$ cat src/rtl/work_mng_types_pkg.sv
// Shared types, widths and parameter defaults for the work dispatcher.
package work_mng_types_pkg;

    localparam int NCORES_DEFAULT     = 3;
    localparam int DEPTH_DEFAULT      = 4;
    localparam int TEMP_LIMIT_DEFAULT = 75;

    localparam int ID_W    = 8;   // job identifier width
    localparam int TEMP_W  = 8;   // unsigned per-core temperature
    localparam int CORE_W  = 2;   // width of a core index
    localparam int TOTAL_W = 16;  // dispatched-job counter, wraps

    typedef enum logic [1:0] {
        IDLE   = 2'd0,
        SELECT = 2'd1,
        ISSUE  = 2'd2
    } dispatch_state_t;

    typedef logic [ID_W-1:0]   job_id_t;
    typedef logic [TEMP_W-1:0] temp_t;

    // A core can take work when it is free and strictly cooler than the limit.
    function automatic logic core_eligible(input temp_t temp, input logic busy, input int limit);
        return !busy && (int'(temp) < limit);
    endfunction

endpackage

$ cat src/rtl/work_dispatch_if.sv
// Job request, core status and dispatch signals of the work dispatcher.
interface work_dispatch_if
    import work_mng_types_pkg::*;
#(
    parameter int NCORES = NCORES_DEFAULT,
    parameter int DEPTH  = DEPTH_DEFAULT
);
    localparam int CNT_W = $clog2(DEPTH) + 1;

    // job request handshake
    logic                          job_valid;
    job_id_t                       job_id;
    logic                          job_ready;

    // core status
    logic [NCORES-1:0][TEMP_W-1:0] core_temp;
    logic [NCORES-1:0]             core_busy;

    // dispatch towards the cores
    logic [NCORES-1:0]             dispatch_valid;
    job_id_t                       dispatch_id;
    logic [CORE_W-1:0]             dispatch_core;
    logic [NCORES-1:0]             dispatch_ack;

    // status
    logic                          throttled;
    logic [CNT_W-1:0]              queue_count;
    logic [TOTAL_W-1:0]            dispatched_total;

    // Job source / core side.
    modport master (
        output job_valid, job_id, core_temp, core_busy, dispatch_ack,
        input  job_ready, dispatch_valid, dispatch_id, dispatch_core,
               throttled, queue_count, dispatched_total
    );

    // Dispatcher side.
    modport slave (
        input  job_valid, job_id, core_temp, core_busy, dispatch_ack,
        output job_ready, dispatch_valid, dispatch_id, dispatch_core,
               throttled, queue_count, dispatched_total
    );

endinterface

$ cat src/rtl/job_fifo.sv
// Power-of-two job queue with occupancy count. A push presented while full is
// taken only on an edge where the head is popped, so the freed slot is reused.
module job_fifo
    import work_mng_types_pkg::*;
#(
    parameter int DEPTH = DEPTH_DEFAULT,
    parameter int W     = ID_W,
    localparam int AW   = $clog2(DEPTH),
    localparam int CW   = AW + 1
) (
    input  logic          clk_i,
    input  logic          rst_i,
    input  logic          push_i,
    input  logic [W-1:0]  data_i,
    input  logic          pop_i,
    output logic [W-1:0]  data_o,
    output logic          full_o,
    output logic          empty_o,
    output logic [CW-1:0] count_o
);

    logic [W-1:0]  mem_q [DEPTH];
    logic [AW-1:0] wr_ptr_q, wr_ptr_d;
    logic [AW-1:0] rd_ptr_q, rd_ptr_d;
    logic [CW-1:0] count_q, count_d;
    logic          push_ok;
    logic          pop_ok;

    assign full_o  = (count_q == CW'(DEPTH));
    assign empty_o = (count_q == '0);
    assign pop_ok  = pop_i && !empty_o;
    assign push_ok = push_i && (!full_o || pop_ok);
    assign data_o  = mem_q[rd_ptr_q];
    assign count_o = count_q;

    // Next pointer and occupancy values; pointers wrap naturally.
    always_comb begin
        wr_ptr_d = wr_ptr_q;
        rd_ptr_d = rd_ptr_q;
        if (push_ok) wr_ptr_d = wr_ptr_q + AW'(1);
        if (pop_ok)  rd_ptr_d = rd_ptr_q + AW'(1);
        count_d = count_q + CW'(push_ok) - CW'(pop_ok);
    end

    // Storage array.
    // NOTE: the data array has no reset; the pointers and count alone decide
    // which entries are valid, so clearing it would only cost reset fan-out.
    always_ff @(posedge clk_i) begin
        if (push_ok) mem_q[wr_ptr_q] <= data_i;
    end

    // Pointer and count registers with synchronous reset.
    // NOTE: state registers use non-blocking assignments so every flop samples
    // pre-edge values regardless of process evaluation order.
    always_ff @(posedge clk_i) begin
        if (rst_i) begin
            wr_ptr_q <= '0;
            rd_ptr_q <= '0;
            count_q  <= '0;
        end else begin
            wr_ptr_q <= wr_ptr_d;
            rd_ptr_q <= rd_ptr_d;
            count_q  <= count_d;
        end
    end

endmodule

$ cat src/rtl/work_dispatch.sv
// Thermal-aware job dispatcher: queues incoming jobs and issues the head job
// to the coolest free core, holding the issue until that core acknowledges.
module work_dispatch
    import work_mng_types_pkg::*;
#(
    parameter int NCORES     = NCORES_DEFAULT,
    parameter int DEPTH      = DEPTH_DEFAULT,
    parameter int TEMP_LIMIT = TEMP_LIMIT_DEFAULT
) (
    input  logic          CLK,
    input  logic          RST,
    work_dispatch_if.slave bus
);

    localparam int CNT_W = $clog2(DEPTH) + 1;

    dispatch_state_t    state_q, state_d;
    logic [CORE_W-1:0]  sel_q, sel_d;
    logic [TOTAL_W-1:0] total_q, total_d;

    logic [NCORES-1:0]  eligible;
    logic               any_eligible;
    logic [CORE_W-1:0]  best_idx;
    temp_t              best_temp;

    logic               in_issue;
    logic               pop;
    logic               fifo_full;
    logic               fifo_empty;
    job_id_t            head_id;
    logic [CNT_W-1:0]   count;

    assign in_issue = (state_q == ISSUE);
    // Only the acknowledge of the targeted core, and only while issuing, pops.
    assign pop      = in_issue && bus.dispatch_ack[sel_q];

    job_fifo #(
        .DEPTH (DEPTH),
        .W     (ID_W)
    ) u_job_fifo (
        .clk_i   (CLK),
        .rst_i   (RST),
        .push_i  (bus.job_valid),
        .data_i  (bus.job_id),
        .pop_i   (pop),
        .data_o  (head_id),
        .full_o  (fifo_full),
        .empty_o (fifo_empty),
        .count_o (count)
    );

    // Pick the coolest eligible core; a strict compare keeps ties on the lowest index.
    // NOTE: combinational blocks use blocking assignments so later statements
    // see the running best value within the same evaluation.
    always_comb begin
        any_eligible = 1'b0;
        best_idx     = '0;
        best_temp    = '1;
        for (int i = 0; i < NCORES; i++) begin
            eligible[i] = core_eligible(bus.core_temp[i], bus.core_busy[i], TEMP_LIMIT);
            if (eligible[i] && (!any_eligible || bus.core_temp[i] < best_temp)) begin
                any_eligible = 1'b1;
                best_idx     = CORE_W'(i);
                best_temp    = bus.core_temp[i];
            end
        end
    end

    // Next-state logic: wait for work, wait for a cool core, then hold the issue.
    // NOTE: every signal gets a default before the case so no path leaves it
    // unassigned, which would otherwise infer a latch.
    always_comb begin
        state_d = state_q;
        sel_d   = sel_q;
        unique case (state_q)
            IDLE: begin
                if (!fifo_empty) state_d = SELECT;
            end
            SELECT: begin
                if (any_eligible) begin
                    sel_d   = best_idx;
                    state_d = ISSUE;
                end
            end
            ISSUE: begin
                // The target is fixed until it acknowledges, whatever its temperature does.
                if (pop) state_d = IDLE;
            end
            default: state_d = IDLE;
        endcase
        total_d = total_q + TOTAL_W'(pop);
    end

    // FSM, selected core and dispatch counter registers.
    always_ff @(posedge CLK) begin
        if (RST) begin
            state_q <= IDLE;
            sel_q   <= '0;
            total_q <= '0;
        end else begin
            state_q <= state_d;
            sel_q   <= sel_d;
            total_q <= total_d;
        end
    end

    // Interface outputs; all handshake outputs are forced quiet while in reset.
    always_comb begin
        bus.job_ready        = 1'b1;
        bus.dispatch_valid   = '0;
        bus.dispatch_id      = '0;
        bus.dispatch_core    = '0;
        bus.throttled        = 1'b0;
        bus.queue_count      = count;
        bus.dispatched_total = total_q;
        if (!RST) begin
            bus.job_ready = !fifo_full;
            bus.throttled = !fifo_empty && !any_eligible;
            if (in_issue) begin
                bus.dispatch_valid = NCORES'(1) << sel_q;
                bus.dispatch_id    = head_id;
                bus.dispatch_core  = sel_q;
            end
        end
    end

    // At most one core is ever strobed.
    a_dispatch_onehot: assert property (@(posedge CLK) $onehot0(bus.dispatch_valid));

endmodule

$ cat src/flat_wrapper.sv
// flat-port wrapper written by rule: the top's interface ports become plain ports
module work_dispatch_flat import work_mng_types_pkg::*;
#(
    parameter int NCORES     = NCORES_DEFAULT,
    parameter int DEPTH      = DEPTH_DEFAULT,
    parameter int TEMP_LIMIT = TEMP_LIMIT_DEFAULT
)
  (CLK, RST, bus_job_valid, bus_job_id, bus_core_temp, bus_core_busy, bus_dispatch_ack, bus_job_ready, bus_dispatch_valid, bus_dispatch_id, bus_dispatch_core, bus_throttled, bus_queue_count, bus_dispatched_total);
  work_dispatch_if #(.NCORES(NCORES), .DEPTH(DEPTH)) bus_i ();
  input  logic CLK;
  input  logic RST;
  input wire logic [$bits(bus_i.job_valid)-1:0] bus_job_valid;
  input wire logic [$bits(bus_i.job_id)-1:0] bus_job_id;
  input wire logic [$bits(bus_i.core_temp)-1:0] bus_core_temp;
  input wire logic [$bits(bus_i.core_busy)-1:0] bus_core_busy;
  input wire logic [$bits(bus_i.dispatch_ack)-1:0] bus_dispatch_ack;
  output wire logic [$bits(bus_i.job_ready)-1:0] bus_job_ready;
  output wire logic [$bits(bus_i.dispatch_valid)-1:0] bus_dispatch_valid;
  output wire logic [$bits(bus_i.dispatch_id)-1:0] bus_dispatch_id;
  output wire logic [$bits(bus_i.dispatch_core)-1:0] bus_dispatch_core;
  output wire logic [$bits(bus_i.throttled)-1:0] bus_throttled;
  output wire logic [$bits(bus_i.queue_count)-1:0] bus_queue_count;
  output wire logic [$bits(bus_i.dispatched_total)-1:0] bus_dispatched_total;
  assign bus_i.job_valid = bus_job_valid;
  assign bus_i.job_id = bus_job_id;
  assign bus_i.core_temp = bus_core_temp;
  assign bus_i.core_busy = bus_core_busy;
  assign bus_i.dispatch_ack = bus_dispatch_ack;
  assign bus_job_ready = bus_i.job_ready;
  assign bus_dispatch_valid = bus_i.dispatch_valid;
  assign bus_dispatch_id = bus_i.dispatch_id;
  assign bus_dispatch_core = bus_i.dispatch_core;
  assign bus_throttled = bus_i.throttled;
  assign bus_queue_count = bus_i.queue_count;
  assign bus_dispatched_total = bus_i.dispatched_total;
  work_dispatch #(.NCORES(NCORES), .DEPTH(DEPTH), .TEMP_LIMIT(TEMP_LIMIT)) u_core (.CLK(CLK), .RST(RST), .bus(bus_i));
endmodule
$ cat config.mk
export PLATFORM = sky130hd
export DESIGN_NAME = work_dispatch_flat
export DESIGN_NICKNAME = d
export VERILOG_FILES = /design/src/rtl/work_mng_types_pkg.sv /design/src/rtl/work_dispatch_if.sv /design/src/rtl/job_fifo.sv /design/src/rtl/work_dispatch.sv /design/src/flat_wrapper.sv
export SDC_FILE = /design/constraint.sdc
export NUM_CORES = 1
export LEC_CHECK = 0
export CAP_MARGIN = 40
export CORE_MARGIN = 1
export CORE_UTILIZATION = 30
export CTS_CLUSTER_SIZE = 25
export DETAILED_ROUTE_END_ITERATION = 8
export PLACE_DENSITY = 0.55
export SLEW_MARGIN = 5
export SYNTH_ARGS = -nofsm -noshare
export SYNTH_HDL_FRONTEND = slang
export SYNTH_SLANG_ARGS = --single-unit
$ cat constraint.sdc
create_clock -name CLK -period 4 [get_ports CLK]
set_clock_uncertainty 0.2 [all_clocks]
set_input_delay 0.6 -clock CLK [delete_from_list [all_inputs] [get_ports CLK]]
set_output_delay 0.6 -clock CLK [all_outputs]
set_load 0.05 [all_outputs]
==> out/qor.log <==
[finish] layout filler cell count 953
[synth] sequential fraction of the synthesis area 49.7%
[clocking] clock buffers created by TritonCTS 9
[place] half-perimeter wire length after placement 5390 um
[place] setup slack at placement -0.360 ns
[synth] cells taking the most area after synthesis sky130_fd_sc_hd__edfxtp_1 31%, sky130_fd_sc_hd__dfxtp_1 19%, sky130_fd_sc_hd__ha_1 8.9%
[worst_setup_path] max incr delay on CP 0.44 ns
[grt] first-pass GRT wire length 12100 um
[worst_setup_path] largest fanout of any net on the critical path 8
[grt] antenna violations before repair 0
[grt] number of global-route vias before repair 2542
[finish] number of antenna diodes 0
[pwr] share of power burned in combinational logic 23.7%
[pwr] part of the total power dissipated in the clock network 31.8%
[timing] period utilisation layout 96.7%
[timing] measured slew at the worst slew-check pin 0.565 ns
[synth] warning count from the yosys run 0
[routing] overall via count from detail_route 2436
[synth] number of synthesized register bits 61
[synth] Async S/R FF share, synth 0%
[die] overall die height 104 um
[timing] sum of negative setup slack 0 ns
[routing] number of design rule violations left after detail routing 0
[pwr] Peak VDD IR 171 uV
[timing] final critical path time including I/O delays and setup 3.87 ns
[place] Final GP Congestion 0.804
[routing] number of optimization iterations in the first detailed-route pass 4
[clocking] count of H-tree levels built during CTS 3
[clocking] post-cts hold buffer count 0
[synth] number of instances in the synthesized netlist 281
[die] initial standard-cell utilization of the core 31.3%
[clocking] clock tree from TritonCTS built
[die] CORE AREA 9910 um2
[synth] number of library cell types mapped by synthesis 46
[clocking] latest clock arrival within the worst-skew pair 0.33 ns
[place] Post-Place Cells 499
[pwr] Power Internal 1.20 mW
[worst_setup_path] cell count along the critical path 18
[grt] total global routing track utilization 14.3%
[synth] mean area per synthesized cell 11.0 um2
[die] die width 104 um
[worst_setup_path] kind of cell adding the most delay to the critical path compound AO/OA/AOI/OAI gates
[timing] # setup viols final 0
[routing] initial DRC count 53
[pwr] Total Power 1.71 mW
[worst_setup_path] critical path launch point type input port
[synth] share of Yosys cell area claimed by the top area cell type 31.0%
[worst_setup_path] category of the worst setup path capture point flop
[synth] Synth area leader sky130_fd_sc_hd__edfxtp_1
[worst_setup_path] critical path cell sequence clkdlybuf4s50_1 > nor2_2 > o211ai_2 > nor2_2 > ha_4 > a211oi_2 > o21ai_2 > a21oi_1 > o21bai_1 > buf_4 > nand2_1 > o21ai_0 > ha_1 > a211oi_2 > o21bai_1 > buf_4 > nor4_4 > o221a_1
[grt] GRT Residual Overflow 0
[finish] layout net count 447
[timing] number of failing hold endpoints at the final stage 0
[grt] pin count of the biggest net entering global routing 30
[synth] number of enable flip-flop cells after synthesis 32
[finish] fraction of final layout cells sized beyond drive strength 1 23.2%
[timing] Max Fclk 258 MHz
[timing] worst setup margin 0.131 ns
[clocking] maximum buffer depth of the clock tree 2
[worst_setup_path] startpoint-to-endpoint class of the critical path in2reg
[die] # rows 36
[routing] post-route antenna net violation count 0
[worst_setup_path] slowest library cell on the worst path sky130_fd_sc_hd__clkdlybuf4s50_1
[worst_setup_path] Required @ worst endpoint 4.08 ns
[pwr] part of the total power dissipated in sequential elements 44.5%
[routing] detail-routed via count per cell 4.68
[synth] post-synth design cell area 3100 um2
[worst_setup_path] critical path arrival 3.95 ns
[pwr] power per unit of standard cell area 374 nW/um2
[finish] synth-to-layout area growth 47.6%
[worst_setup_path] number of buffer and inverter stages on the critical path 3
[clocking] clock sink count 61
[clocking] clock-pin slew of the registers on the worst-case setup and hold paths 0.07 ns
[status] run status complete, no violations
[pwr] switching power summed over all nets 513 uW
[place] Port Buf Inserts 74
[hold_path] hold path depth 1
[routing] drt wl/cell 14.2 um
[worst_setup_path] number of cell instances on the worst register-to-register path 13
[timing] max-slew violation total from the final report 0
[die] IO Count 75
[flow_run] number of maximum-capacitance violations 0
[timing] max_slew headroom 62.3%
[pwr] leakage power 1.74 nW
[die] Die Footprint 10800 um2
[synth] Post-synth top flop sky130_fd_sc_hd__edfxtp_1
[synth] Mapped Nets 345
[hold_path] Worst Hold Class reg2reg
[routing] total wire length after detailed routing 7420 um
[pwr] switching part of the total power 29.9%
[clocking] buffer type at the clock tree root sky130_fd_sc_hd__clkbuf_8
[finish] final cell count without fillers 521
-- flip-flops by register name (all words and copies together) (netlist names), named ones only --
| signal | cells |
|---|---|
| u_core.u_job_fifo.mem_q | 32 |
| u_core.bus.dispatched_total | 16 |
| u_core.u_job_fifo.count_o | 3 |
| u_core.sel_q | 2 |
| u_core.state_q | 2 |
| u_core.u_job_fifo.rd_ptr_q | 2 |
| u_core.u_job_fifo.wr_ptr_q | 2 |
-- power groups by stage --
stage	registers [mW]	clock network, mW	logic, mW
3_5_place_dp	0.776	0	0.396
5_1_grt	0.772	0.589	0.445
4_1_cts	0.764	0.562	0.398
3_3_place_gp	0.775	0	0.391
6_report	0.763	0.544	0.406
2_1_floorplan	0.805	0	0.207
-- worst paths after layout --
| path | startpoint | end | slack, ns |
|---|---|---|---|
| max | bus_core_temp[7] | u_core.sel_q[1] | 0.13 |
| min | u_core.state_q[1] | u_core.state_q[0] | 0.29 |
| max reg2reg | u_core.sel_q[1] | u_core.u_job_fifo.count_o[2] | 0.97 |
| min reg2reg | u_core.state_q[1] | u_core.state_q[0] | 0.29 |
-- cells by family after synthesis --
logic type	after synthesis	share of synthesized area, %
xor+xnor	19	5.36
mux	11	6.81
flops	61	49.7
compound gates	36	8.10
simple gates	112	18.2
fa+ha+maj	23	9.51
buf+inv	19	2.38
-- through the flow --
| step | area [um2] | util (%) | hold WS, ns |
|---|---|---|---|
| floorplan | 3100 | - | 0.232 |
| global placement | 4220 | 42.6 | 0.262 |
| detailed placement | 4220 | 42.6 | 0.268 |
| CTS | 4420 | 44.6 | 0.287 |
| global route | 4580 | 46.2 | 0.315 |
| finish | 4580 | 46.2 | 0.290 |
-- per-layer routing --
metal	GRT usage [%]	up-vias	part of all wire (%)
met4	5.71	0	1.4
met1	16.7	1152	46
met2	23.9	63	47
met5	0	-	0
met3	5.22	11	5.8
li1	-	1210	-
-- repair_timing --
item / in CTS / in global routing
gates resized for setup: 0 / 28
endpoints found under the setup margin: 0 / 2
buffers inserted: 0 / 6
-- cell usage in the layout, fill, tap and decap left out, drive strengths merged, types with 5 or more instances in the layout --
cell and count:
clkdlybuf4s50 52, buf 40, nor2 36, edfxtp 32, dfxtp 29, ha 22, nand2 20, nor2b 16
inv 13, xor2 12, o21ai 12, clkbuf 9, nor3 9, a21oi 9, mux4 8, nand3 8
xnor2 7, dlymetal6s2s 7, and2 6, nand4 5
-- cells in the mapped netlist, types with 2 or more instances --
| cell | number |
|---|---|
| sky130_fd_sc_hd__nor2_1 | 36 |
| sky130_fd_sc_hd__edfxtp_1 | 32 |
| sky130_fd_sc_hd__dfxtp_1 | 29 |
| sky130_fd_sc_hd__ha_1 | 22 |
| sky130_fd_sc_hd__nand2_1 | 20 |
| sky130_fd_sc_hd__nor2b_1 | 16 |
| sky130_fd_sc_hd__xor2_1 | 12 |
| sky130_fd_sc_hd__inv_1 | 11 |
| sky130_fd_sc_hd__a21oi_1 | 9 |
| sky130_fd_sc_hd__o21ai_0 | 9 |
| sky130_fd_sc_hd__mux4_2 | 8 |
| sky130_fd_sc_hd__nand3_1 | 8 |
| sky130_fd_sc_hd__nor3_1 | 7 |
| sky130_fd_sc_hd__xnor2_1 | 7 |
| sky130_fd_sc_hd__clkbuf_1 | 6 |
| sky130_fd_sc_hd__and2_1 | 5 |
| sky130_fd_sc_hd__nand4_1 | 5 |
| sky130_fd_sc_hd__and3_1 | 3 |
| sky130_fd_sc_hd__a211oi_2 | 2 |
| sky130_fd_sc_hd__buf_2 | 2 |
| sky130_fd_sc_hd__mux2i_1 | 2 |
| sky130_fd_sc_hd__nand2b_1 | 2 |
| sky130_fd_sc_hd__nor3_2 | 2 |
| sky130_fd_sc_hd__o211ai_1 | 2 |
| sky130_fd_sc_hd__o21ai_1 | 2 |
| sky130_fd_sc_hd__o21bai_1 | 2 |
-- cell type report --
cell class,count,area (um2),share of cell area (%)
well taps,133,166,3.63
clock buffers,9,124,2.70
clock inverters,7,73.8,1.61
repair buffers,99,1050,22.8
multi-input cells,201,1590,34.7
flip-flops and latches,61,1540,33.6
inverters,11,41.3,0.901
Power figures use the tool's default switching activity.
